### config.mk
export PLATFORM = sky130hd
export DESIGN_NAME = exc_ctrl
export DESIGN_NICKNAME = d
export VERILOG_FILES = /design/src/rtl/exc_ctrl_pkg.sv /design/src/rtl/exc_ctrl_cp0_timer.sv /design/src/rtl/exc_ctrl.sv
export SDC_FILE = /design/constraint.sdc
export NUM_CORES = 1
export LEC_CHECK = 0
export ABC_AREA = 1
export CAP_MARGIN = 10
export CORE_MARGIN = 5
export CORE_UTILIZATION = 36
export DETAILED_ROUTE_END_ITERATION = 7
export PLACE_DENSITY_LB_ADDON = 0.25
export SKIP_LAST_GASP = 1
export SLEW_MARGIN = 30
export SYNTH_ARGS = -nofsm -noshare
export SYNTH_HDL_FRONTEND = slang
export SYNTH_SLANG_ARGS = --single-unit
export TNS_END_PERCENT = 100
### constraint.sdc
create_clock -name clk -period 1.8 [get_ports clk]
set_input_delay 0.18 -clock clk [delete_from_list [all_inputs] [get_ports clk]]
set_output_delay 0.18 -clock clk [all_outputs]
set_load 0.01 [all_outputs]
### src/rtl/exc_ctrl_pkg.sv
// rtl/exc_ctrl_pkg.sv - shared exception codes, STATUS bit indices, FSM encoding and priority helper
package exc_ctrl_pkg;

    localparam logic [4:0] EXC_INT = 5'd0;
    localparam logic [4:0] EXC_SYS = 5'd8;
    localparam logic [4:0] EXC_BP  = 5'd9;
    localparam logic [4:0] EXC_RI  = 5'd10;
    localparam logic [4:0] EXC_OV  = 5'd12;

    localparam int STATUS_IE     = 0;
    localparam int STATUS_EXL    = 1;
    localparam int STATUS_ERL    = 2;
    localparam int STATUS_IM_LO  = 8;
    localparam int STATUS_IM_HI  = 15;
    localparam int STATUS_BEV    = 22;

    typedef enum logic [1:0] {
        ST_IDLE     = 2'd0,
        ST_REQ      = 2'd1,
        ST_WAIT_EXL = 2'd2
    } exc_state_e;

    // Int > RI > Sys > Bp > Ov; callers only use the result when some source is set.
    function automatic logic [4:0] exc_prio(input logic int_take, input logic ri,
                                            input logic sys, input logic brk);
        logic [4:0] code;
        if (int_take)  code = EXC_INT;
        else if (ri)   code = EXC_RI;
        else if (sys)  code = EXC_SYS;
        else if (brk)  code = EXC_BP;
        else           code = EXC_OV;
        return code;
    endfunction

endpackage

### src/rtl/exc_ctrl_cp0_timer.sv
// rtl/exc_ctrl_cp0_timer.sv - COUNT/COMPARE timer with pending flag (used when EXC_CTRL_TIMER_EN is defined)
module cp0_timer
    import exc_ctrl_pkg::*;
(
    input  logic        clk,
    input  logic        rst_n,
    input  logic        cnt_wr,
    input  logic        cmp_wr,
    input  logic [31:0] wr_data,
    output logic [31:0] count,
    output logic [31:0] compare,
    output logic        timer_flag
);

    logic        half_q, half_d;
    logic [31:0] count_q, count_d;
    logic [31:0] compare_q, compare_d;
    logic        flag_q, flag_d;
    logic        inc;

    always_comb begin
        half_d    = ~half_q;
        inc       = half_q;
        count_d   = count_q;
        compare_d = compare_q;
        flag_d    = flag_q;
        if (cnt_wr)
            count_d = wr_data;
        else if (inc)
            count_d = count_q + 32'd1;
        if (cmp_wr) begin
            compare_d = wr_data;
            flag_d    = 1'b0;
        end else if (inc && !cnt_wr && (count_d == compare_q)) begin
            flag_d = 1'b1;
        end
    end

    always_ff @(posedge clk or negedge rst_n) begin
        if (!rst_n) begin
            half_q    <= 1'b0;
            count_q   <= '0;
            compare_q <= '0;
            flag_q    <= 1'b0;
        end else begin
            half_q    <= half_d;
            count_q   <= count_d;
            compare_q <= compare_d;
            flag_q    <= flag_d;
        end
    end

    assign count      = count_q;
    assign compare    = compare_q;
    assign timer_flag = flag_q;

endmodule

### src/rtl/exc_ctrl.sv
// rtl/exc_ctrl.sv - exception/interrupt front end for CP0; EXC_CTRL_TIMER_EN enables the COUNT/COMPARE timer
module exc_ctrl
    import exc_ctrl_pkg::*;
#(
    parameter logic [31:0] VEC_NORMAL  = 32'h0000_3000,
    parameter logic [31:0] VEC_BOOT    = 32'hBFC0_0380,
    parameter int          SYNC_STAGES = 2
) (
    input  logic        clk,
    input  logic        rst_n,
    input  logic [5:0]  hw_int,
    input  logic [1:0]  sw_ip,
    input  logic [31:0] status,
    input  logic        commit_valid,
    input  logic [31:0] commit_pc,
    input  logic        commit_bd,
    input  logic        ex_ri,
    input  logic        ex_sys,
    input  logic        ex_brk,
    input  logic        ex_ov,
    input  logic        cmp_wr,
    input  logic        cnt_wr,
    input  logic [31:0] wr_data,
    output logic        exc_valid,
    input  logic        exc_ready,
    output logic [4:0]  exc_code,
    output logic [31:0] exc_epc,
    output logic        exc_bd,
    output logic [31:0] exc_vector,
    output logic [7:0]  ip_pending,
    output logic [31:0] count_out,
    output logic [31:0] compare_out
);

    logic [5:0]  sync_q [SYNC_STAGES];
    logic [5:0]  sync_d [SYNC_STAGES];
    logic [7:0]  ip_pending_q, ip_pending_d;
    exc_state_e  state_q, state_d;
    logic        exc_valid_q, exc_valid_d;
    logic [4:0]  exc_code_q, exc_code_d;
    logic [31:0] exc_epc_q, exc_epc_d;
    logic        exc_bd_q, exc_bd_d;
    logic [31:0] exc_vector_q, exc_vector_d;
    logic        timer_flag;
    logic        int_take;
    logic        any_src;
    logic        unused_status;

`ifdef EXC_CTRL_TIMER_EN
    cp0_timer u_timer (
        .clk        (clk),
        .rst_n      (rst_n),
        .cnt_wr     (cnt_wr),
        .cmp_wr     (cmp_wr),
        .wr_data    (wr_data),
        .count      (count_out),
        .compare    (compare_out),
        .timer_flag (timer_flag)
    );
`else
    logic unused_timer;
    assign unused_timer = ^{cmp_wr, cnt_wr, wr_data};
    assign timer_flag   = 1'b0;
    assign count_out    = '0;
    assign compare_out  = '0;
`endif

    assign unused_status = ^{status[31:23], status[21:16], status[7:3]};

    always_comb begin
        sync_d[0] = hw_int;
        for (int i = 1; i < SYNC_STAGES; i++)
            sync_d[i] = sync_q[i-1];
        ip_pending_d = {sync_q[SYNC_STAGES-1][5] | timer_flag,
                        sync_q[SYNC_STAGES-1][4:0], sw_ip};
    end

    assign int_take = (|(ip_pending_q & status[STATUS_IM_HI:STATUS_IM_LO]))
                    && status[STATUS_IE] && !status[STATUS_EXL] && !status[STATUS_ERL];
    assign any_src  = int_take || ex_ri || ex_sys || ex_brk || ex_ov;

    always_comb begin
        state_d      = state_q;
        exc_valid_d  = exc_valid_q;
        exc_code_d   = exc_code_q;
        exc_epc_d    = exc_epc_q;
        exc_bd_d     = exc_bd_q;
        exc_vector_d = exc_vector_q;
        case (state_q)
            ST_IDLE: begin
                // Only a committing instruction supplies a precise EPC, so nothing is taken without one.
                if (commit_valid && any_src) begin
                    state_d      = ST_REQ;
                    exc_valid_d  = 1'b1;
                    exc_code_d   = exc_prio(int_take, ex_ri, ex_sys, ex_brk);
                    exc_epc_d    = commit_bd ? (commit_pc - 32'd4) : commit_pc;
                    exc_bd_d     = commit_bd;
                    exc_vector_d = status[STATUS_BEV] ? VEC_BOOT : VEC_NORMAL;
                end
            end
            ST_REQ: begin
                if (exc_ready) begin
                    state_d      = ST_WAIT_EXL;
                    exc_valid_d  = 1'b0;
                    exc_code_d   = '0;
                    exc_epc_d    = '0;
                    exc_bd_d     = 1'b0;
                    exc_vector_d = '0;
                end
            end
            ST_WAIT_EXL: begin
                if (status[STATUS_EXL] || status[STATUS_ERL])
                    state_d = ST_IDLE;
            end
            default: begin
                state_d     = ST_IDLE;
                exc_valid_d = 1'b0;
            end
        endcase
    end

    always_ff @(posedge clk or negedge rst_n) begin
        if (!rst_n) begin
            for (int i = 0; i < SYNC_STAGES; i++)
                sync_q[i] <= '0;
            ip_pending_q <= '0;
            state_q      <= ST_IDLE;
            exc_valid_q  <= 1'b0;
            exc_code_q   <= '0;
            exc_epc_q    <= '0;
            exc_bd_q     <= 1'b0;
            exc_vector_q <= '0;
        end else begin
            for (int i = 0; i < SYNC_STAGES; i++)
                sync_q[i] <= sync_d[i];
            ip_pending_q <= ip_pending_d;
            state_q      <= state_d;
            exc_valid_q  <= exc_valid_d;
            exc_code_q   <= exc_code_d;
            exc_epc_q    <= exc_epc_d;
            exc_bd_q     <= exc_bd_d;
            exc_vector_q <= exc_vector_d;
        end
    end

    assign exc_valid  = exc_valid_q;
    assign exc_code   = exc_code_q;
    assign exc_epc    = exc_epc_q;
    assign exc_bd     = exc_bd_q;
    assign exc_vector = exc_vector_q;
    assign ip_pending = ip_pending_q;

endmodule

* Yosys cells after proc, flatten, opt, wreduce, memory -nomap -nowiden
Cells that the tools add are included.
** Word-level totals
- Bits in registers :: 93
- Input port bits :: 115
- Output and inout port bits :: 143
- Logic and storage cells :: 57
** Cells by class
- $add $sub $neg :: 1
- Eq/ne operators :: 5
- Multiplexer cells :: 23
- Bitwise operators :: 2
- Reduce and logical (&&, ||, !) cells :: 17
** Operators with widths (number)
- two-way mux 32 bit :: 5
- case mux 32 bit (2 select lines) :: 2
- subtractor 32 x 3 -> 32 bit, second input constant :: 1
- two-way mux 5 bit :: 2
- case mux 5 bit (2 select lines) :: 1
- two-way mux 3 bit :: 3
- AND reduction 3 bit :: 3
- AND 8 bit :: 1
- OR reduction 8 bit :: 1
- two-way mux 2 bit :: 3
- inequality test 2 bit, second input constant :: 3
- case mux 2 bit (3 select lines) :: 1
- logical OR 1 bit :: 5
- logical AND 1 bit :: 4
- two-way mux 4 bit :: 1
- two-way mux 1 bit :: 3
- case mux 1 bit (3 select lines) :: 1
- equality test 2 x 1 -> 1 bit, second input constant :: 1
- equality test 2 bit, second input constant :: 1
- logical NOT 1 bit :: 2
- logical NOT 2 bit :: 1
- case mux 1 bit (2 select lines) :: 1
- nonzero test 2 bit :: 1
- inverter 1 bit :: 1

* Longest topological paths before layout
Gate-level depths: netlist (run 1).
- Depth in word-level cells :: 12
- Depth in mapped cells :: 13
- Depth with buffers taken out :: 12

* Worst setup path before layout (run 1)
OpenSTA, ideal clock, no wires.
- Path kind :: reg-to-reg
- From :: register ip_pending_q[3] (netlist: ip_pending[3])
- To :: register exc_vector_q[29] (netlist: exc_vector[29])
- Library setup time :: 0.065 ns
- Arrival :: 1.362 ns
- Required time :: 1.735 ns
- Setup slack :: 0.374 ns
- Stages on the path, launching flop included :: 14
- Path buffers :: 2
- Period minus slack after synthesis :: 1.426 ns
- Cell sequence :: dfrtp_1 > nand2_1 > nand2_1 > nor2_1 > nand2_1 > nand2_1 > nand2_1 > nand3_2 > nand2_1 > inv_2 > buf_6 > buf_6 > nand2_1 > nand2_1
** On the way
- Cells in the longest elaborated chain, start to end :: 12
** RTL lines
- from (decl) :: line exc_ctrl.sv:37 : logic [7:0] ip_pending_q, ip_pending_d;
- from (signal assigned) :: line exc_ctrl.sv:136 : ip_pending_q <= ip_pending_d;
- AND 8 bit :: line exc_ctrl.sv:78 : assign int_take = (|(ip_pending_q & status[STATUS_IM_HI:STATUS_IM_LO]))
- OR reduction 8 bit :: line exc_ctrl.sv:78
- logical AND 1 bit (3 in series) :: line exc_ctrl.sv:79 : && status[STATUS_IE] && !status[STATUS_EXL] && !status[STATUS_ERL];
- logical OR 1 bit (4 in series) :: line exc_ctrl.sv:80 : assign any_src = int_take || ex_ri || ex_sys || ex_brk || ex_ov;
- logical AND 1 bit :: line exc_ctrl.sv:92 : if (commit_valid && any_src) begin
- inequality test 2 bit (no source line)
- AND reduction 3 bit (no source line)
- to (signal assigned) :: line exc_ctrl.sv:142 : exc_vector_q <= exc_vector_d;
- to (decl) :: line exc_ctrl.sv:43 : logic [31:0] exc_vector_q, exc_vector_d;
Every way passes these cells.
A chain may end at the register's enable or synchronous reset.

* Final worst setup path (run 1)
- From :: input port commit_pc[2]
- To :: register exc_epc_q[20] (netlist: exc_epc[20])
** On the way
- Cells in the longest elaborated chain, start to end :: 4
** RTL lines
- from (decl) :: line exc_ctrl.sv:15 : input logic [31:0] commit_pc,
- subtractor 32 x 3 -> 32 bit :: line exc_ctrl.sv:96 : exc_epc_d = commit_bd ? (commit_pc - 32'd4) : commit_pc;
- two-way mux 32 bit :: line exc_ctrl.sv:96
- two-way mux 32 bit :: line exc_ctrl.sv:92
- case mux 32 bit (2 select lines) :: line exc_ctrl.sv:89 : case (state_q)
- to (signal assigned) :: line exc_ctrl.sv:140 : exc_epc_q <= exc_epc_d;
- to (decl) :: line exc_ctrl.sv:41 : logic [31:0] exc_epc_q, exc_epc_d;
Every way passes these cells. The select of a mux whose other input is x is not followed.

==> summary.txt, run 1 <==
Placement
  – Area of placed instances: 0.00499 mm²
  – Post-DP HPWL: 7730 µm
  – Number of cells after detailed placement: 751
  – Port Buffers: 120
  – Global placement routability congestion: 0.817

Final layout
  – Area delta synth->final: 36.7%
  – Post-Layout Cell Count: 768
  – Final std cell area, no fill: 0.00523 mm²
  – Share of post-route cells with drive strength above 1: 10.1%
  – Fillers: 1026
  – Nets@finish: 743
  – ANT cells: 0

Detailed routing
  – Wire length per cell: 12.9 µm
  – Count of antenna-violating nets left after detailed routing: 0
  – Detailed-routing iteration count for the pre-antenna-repair pass: 5
  – Vias per std cell: 4.26
  – DRC violation count after routing: 0
  – Wire length reported by the detailed router: 9930 µm
  – Violation count after the first detailed-route iteration: 192
  – Vias post-DR: 3270

Floorplanning
  – Full die area: 0.0128 mm²
  – Die Y: 113 µm
  – Starting utilization of the core area: 37.0%
  – I/O pin total: 258
  – Die width: 113 µm
  – Row count: 37
  – Placeable core region: 0.0103 mm²

Setup path
  – CP max FO: 5
  – Type of origin of the critical path: input port
  – Required time worst endpoint: 2.08 ns
  – Arrival time at the worst endpoint: 1.85 ns
  – CP Capture Type: flop
  – Critical path type: in2reg

Synthesis
  – Fraction of post-synthesis cell area in the top cell type by area: 40.6%
  – Share of flip-flops with an asynchronous set or reset after synthesis: 100%
  – EDFF count, synth: 0
  – Number of unique standard cell types used by synthesis: 34
  – Top area cells in the synthesized netlist: dfrtp_1 41%, buf_4 19%, nand2_1 15%
  – Synth Warn #: 0
  – Post-synthesis register bit count: 62
  – Number of cells produced by synthesis: 488
  – Cell type with the largest total area after synthesis: dfrtp_1
  – Mapped Area: 0.00382 mm²
  – Commonest cells post-synth: 148 x nand2_1, 95 x buf_4, 62 x dfrtp_1
  – Share of the yosys chip area belonging to registers: 40.6%
  – Average cell area after synthesis: 7.83 µm²
  – Most used flip-flop cell after synthesis: dfrtp_1
  – Most repeated cell in the gate-level netlist after synthesis: nand2_1

Timing
  – Largest clock skew in the final design: 0.00964 ns
  – Max Fclk: 638 MHz
  – Setup-violating endpoint count in the final report: 0
  – Hold Fails Final Rpt: 0
  – Unrepaired setup endpoints after global routing: no
  – Time the worst path needs with I/O delays and setup: 1.57 ns
  – Portion of the clock cycle consumed by the worst path in the final layout: 87.1%
  – Number of pins with negative max-slew slack in the final report: 0

Min path
  – Path class of the lowest-slack min-delay path: in2reg

Clock tree
  – Clock tree from TritonCTS: yes
  – Num CTS Buffers: 9
  – Clock sink count: 62
  – Clock root cell: clkbuf_8
  – Clock-pin slew on the worst setup and hold paths: 0.08 ns
  – Maximum buffer depth of the clock tree: 2
  – Number of levels in the clock H-tree: 3
  – Skew-Pair Late Insertion Delay: 0.34 ns

GRT
  – Initial antenna violation count: 0
  – Global-route usage over all layers: 15.2%
  – Largest net degree at the start of global routing: 63
  – Total overflow reported by the global router: 0
  – Via count of the first global-routing pass: 3201
  – Wire length of the first global-routing pass: 15500 µm

Power
  – Power density over the cells: 1210 mW/mm²
  – Largest voltage drop on the vdd net: 0.000450 V
  – Leakage power: 0.00262 µW
  – Overall power after layout: 6330 µW

Run status
  – Result of the run: finished, final reports clean

Flow run
  – Max-cap viol count: 0
==> state kept, by name, summed over array words and instances, names as in the netlist <==
register      flops
state_q           2
sync_d            6
exc_epc          32
exc_vector        2
exc_code          4
ip_pending_d      6
exc_bd            1
ip_pending        8
exc_valid         1
==> path summary, 6_finish.rpt <==
check	from	to	slack (ns)	cells past startpoint
worst min register to register	ip_pending_d[6]	ip_pending[6]	0.35	0
max in group asynchronous	rst_n	exc_vector[29]	1.12	3
worst max-delay path	commit_pc[2]	exc_epc[20]	0.23	12
worst max register to register	ip_pending[3]	exc_epc[19]	0.29	12
min in group asynchronous	rst_n	ip_pending[4]	0.38	3
worst min-delay path	hw_int[0]	sync_d[0]	0.27	1
==> cell families (layout without fill, tap and decap cells) <==
logic type,after synthesis,after routing,share of synthesized area [%]
DFF,62,62,40.6
and+or+nand+nor,253,253,29.9
adders and majority gates,1,1,0.327
xor gates and xnor gates,10,10,2.29
buffers and inverters,139,201,23.8
AOI/OAI and AO/OA,22,22,3.08
other,1,83,0.0981
==> area by class of cell <==
cell class	instances	area, µm²	area share [%]
multi-input combinational	369	1670	32.0
timing repair buffer	149	1470	28.1
sequential	62	1550	29.7
clock inverter	7	104	1.99
clock buffer	9	124	2.37
tap	136	170	3.26
inverter	36	138	2.63
==> metal layers <==
layer | share of wire, % | routed length [µm] | GRT usage [%]
met4 | 0.76 | 75 | 4.09
met1 | 40 | 4020 | 18.6
met5 | 0 | 0 | 0
met2 | 49 | 4890 | 25.9
met3 | 9.5 | 946 | 4.76
==> cell usage in the layout, fill, tap and decap left out, drive strengths merged, types with 2 or more instances in the layout <==
master	count
a21oi	10
buf	29
bufinv	2
clkbuf	9
clkdlybuf4s50	119
clkinv	4
conb	83
dfrtp	62
inv	37
nand2	150
nand3	33
nand4	5
nor2	51
nor3	6
nor4	3
o21ai	9
o21bai	2
or2	3
xor2	9
==> critical path: stages <==
cell             delay [ns]
clkdlybuf4s50_1        0.45
inv_1                  0.10
ha_1                   0.14
nand2_1                0.08
clkinv_2               0.08
nand3_4                0.09
nor2_8                 0.16
nand2_4                0.09
nor2_8                 0.12
xor2_1                 0.20
nand2_1                0.07
nand2_1                0.07
==> through the flow <==
stage	setup TNS [ns]	hold WS [ns]	util, %	worst slack [ns]
after floorplan	0	-0.116	-	0.374
after global placement	-0.252	0.217	48.3	-0.0759
after detailed placement	-0.890	0.227	48.3	-0.138
after CTS	0	0.244	50.6	0.0727
after global routing	0	0.237	50.6	0.0919
final	0	0.267	50.6	0.232
==> power breakdown <==
part	internal [µW]	switching, µW	total (µW)
Combinational	1460	1320	2780
Clock	799	622	1420
Sequential	1850	275	2130
==> repair_timing <==
| item | 4_1_cts | 5_1_grt |
|---|---|---|
| hold buffers | 1 | 0 |
| endpoints found under the setup margin | 0 | 1 |
| hold endpoints to repair | 62 | 0 |
| gates resized for setup | 0 | 1 |
| setup buffers | 0 | 0 |
(Power assumes the default switching activity.)
==> run 2: changes to the inputs <==
- clock period: 1.8 -> 1.69 ns (I/O delays scaled with it)
==> summary.txt, run 2 (synthesis results as in run 1) <==
Run status
  – Result of the run: finished, final reports clean

Setup path
  – Critical path type: reg2out
  – CP Capture Type: primary output
  – Crit path from: exc_vector[29]
  – Arrival time at the worst endpoint: 1.38 ns (-0.47 ns)
  – Logic depth of the worst register-to-register path: 12 (unchanged)
  – Largest incremental delay on the critical path: 0.58 ns (+0.13 ns)
  – Worst setup path endpoint: exc_vector[25]
  – Critical path depth in cells: 1 (-11)
  – Required time worst endpoint: 1.52 ns (-0.56 ns)
  – Cell with the largest stage delay on the worst path: clkdlybuf4s50_1
  – Series of cell instances along the critical path: clkdlybuf4s50_1
  – CP max FO: 13 (+8)
  – Register-to-Register Setup Slack: 0.17 ns (-0.12 ns)
  – Endpoint of the most critical register-to-register path: exc_epc[0]
  – Family of cells with the greatest summed delay on the critical path: buffers and inverters
  – Buffers and inverters on the worst path: 1 (-2)
  – R2R Path Start: ip_pending[3]
  – Type of origin of the critical path: flop

Clock tree
  – Clock sink count: 62 (unchanged)
  – Clock-pin slew on the worst setup and hold paths: 0.08 ns (about the same)
  – Num CTS Buffers: 9 (unchanged)
  – Number of levels in the clock H-tree: 3 (unchanged)
  – Clock root cell: clkbuf_8
  – Clock tree from TritonCTS: yes
  – Buffer count from post-CTS setup fixing: 0 (unchanged)
  – Skew-Pair Late Insertion Delay: 0.34 ns (about the same)
  – Maximum buffer depth of the clock tree: 2 (unchanged)

Power
  – Power density over the cells: 1270 mW/mm² (+5.2%)
  – Clock network power share: 22.3% (-0.2 points)
  – Sequential fraction of design power: 33.3% (-0.3 points)
  – Overall power after layout: 6780 µW (+7.1%)
  – Combinational power share: 44.4% (+0.4 points)
  – Internal power of the cells: 4400 µW (+7.0%)
  – Largest voltage drop on the vdd net: 0.000605 V (+34%)
  – NetSw: 2380 µW (+7.2%)
  – Net Sw Frac: 35.1% (+0.040 points)
  – Leakage power: 0.00268 µW (+2.3%)

Timing
  – Portion of the clock cycle consumed by the worst path in the final layout: 91.5%
  – Number of pins with negative max-slew slack in the final report: 0 (unchanged)
  – Worst setup slack after layout: 0.143 ns (-0.0884 ns)
  – Hold Fails Final Rpt: 0 (unchanged)
  – Largest clock skew in the final design: 0.0134 ns (+0.00371 ns)
  – Time the worst path needs with I/O delays and setup: 1.55 ns
  – Total Negative Setup Slacks: 0 ns (unchanged)
  – Max Fclk: 647 MHz
  – Unrepaired setup endpoints after global routing: no
  – Setup-violating endpoint count in the final report: 0 (unchanged)

GRT
  – Total overflow reported by the global router: 0 (unchanged)
  – Via count of the first global-routing pass: 3226 (+0.78%)
  – Global-route usage over all layers: 15.2% (about the same)
  – Wire length of the first global-routing pass: 15700 µm (+0.85%)
  – Initial antenna violation count: 0 (unchanged)
  – Largest net degree at the start of global routing: 63 (unchanged)

Final layout
  – Flip-flop count of the largest register after layout: 32 (unchanged)
  – Area delta synth->final: 39.2%
  – ANT cells: 0 (unchanged)
  – Commonest non-fill, non-tap cell in the layout: nand2_1
  – Nets@finish: 756 (+1.7%)
  – Commonest cells after routing, fill and taps aside: 148 x nand2_1, 119 x clkdlybuf4s50_1, 83 x conb_1
  – Fillers: 985 (-4.0%)
  – Share of post-route cells with drive strength above 1: 11.9% (+1.8 points)
  – Final std cell area, no fill: 0.00532 mm² (+1.8%)

Floorplanning
  – Die width: 113 µm (unchanged)
  – Placeable core region: 0.0103 mm² (unchanged)
  – Full die area: 0.0128 mm² (unchanged)
  – I/O pin total: 258 (unchanged)
  – Starting utilization of the core area: 37.0% (unchanged)
  – Die Y: 113 µm (unchanged)
  – Row count: 37 (unchanged)

Min path
  – Path class of the lowest-slack min-delay path: in2reg

Placement
  – Area of placed instances: 0.00508 mm² (+2.0%)
  – Post-Place Worst Slack: -0.208 ns (-0.0699 ns)
  – Post-DP HPWL: 7700 µm (-0.39%)
  – Port Buffers: 120 (unchanged)
  – Global placement routability congestion: 0.834 (+2.1%)

Detailed routing
  – Detailed-routing iteration count for the pre-antenna-repair pass: 4 (-1)
  – DRC violation count after routing: 0 (unchanged)
  – Vias post-DR: 3255 (-0.46%)
  – Count of antenna-violating nets left after detailed routing: 0 (unchanged)
  – Vias per std cell: 4.17 (-2.1%)
  – Wire length reported by the detailed router: 9910 µm (-0.15%)
  – Wire length per cell: 12.7 µm (-1.8%)
  – Violation count after the first detailed-route iteration: 141 (-27%)

Flow run
  – Max-cap viol count: 0 (unchanged)
run 2: changes by cell type in the layout (fill, tap and decap cells not counted), sizes merged:
| cell | before | now |
|---|---|---|
| clkinvlp | 0 | 1 |
| buf | 29 | 42 |
| inv | 37 | 38 |
| clkinv | 4 | 2 |
run 2: what timing repair did:
action / CTS / global route
endpoints found under the setup margin: 1 / 0
gates resized for setup: 1 / 0
hold endpoints to repair: 62 / 0
hold buffers: 1 / 0
run 2: final cells by class:
cell class / count / area (µm²) / share of cell area [%]
multi-input combinational: 369 / 1670 / 31.4
timing repair buffer: 162 / 1560 / 29.4
sequential: 62 / 1550 / 29.2
tap: 136 / 170 / 3.20
inverter: 36 / 138 / 2.59
clock buffer: 9 / 124 / 2.33
clock inverter: 7 / 103 / 1.93
run 2: worst min path at each step:
| stage | from | slack (ns) | depth (start not counted) | to |
|---|---|---|---|---|
| floorplan | rst_n | -0.13 | 0 | exc_bd |
| global route | hw_int[1] | 0.24 | 1 | sync_d[1] |
| CTS | hw_int[2] | 0.25 | 1 | sync_d[2] |
| detailed placement | rst_n | 0.22 | 2 | ip_pending[4] |
| finish | hw_int[2] | 0.27 | 1 | sync_d[2] |
| global placement | rst_n | 0.20 | 2 | ip_pending[4] |
run 2: power by group through the flow:
| stage | clock [µW] | sequential (µW) | combinational (µW) |
|---|---|---|---|
| global placement | 0 | 2270 | 3000 |
| detailed placement | 0 | 2280 | 3030 |
| finish | 1510 | 2250 | 3010 |
| global route | 1640 | 2330 | 3280 |
| CTS | 1570 | 2260 | 3050 |
| floorplan | 0 | 2480 | 1330 |
run 2: through the flow:
step | cells | hold WS (ns) | utilization (%)
2_1_floorplan | 570 | -0.127 | -
6_report | 781 | 0.266 | 51.5
3_5_place_dp | 764 | 0.216 | 49.2
4_1_cts | 781 | 0.247 | 51.5
3_3_place_gp | 764 | 0.204 | 49.2
5_1_grt | 781 | 0.238 | 51.5
run 2: metal layers:
layer	wire length (µm)	vias up	GRT usage, %
met5	0	-	0
met4	154	0	4.65
met3	842	16	3.96
met2	4770	128	26.4
met1	4140	1463	18.4
li1	-	1648	-
==> run 3: changes to the inputs <==
- CAP_MARGIN: 10 -> unset
==> results of run 3 <==
Same layout as run 2: the final DEF is identical, and so are final timing and power.
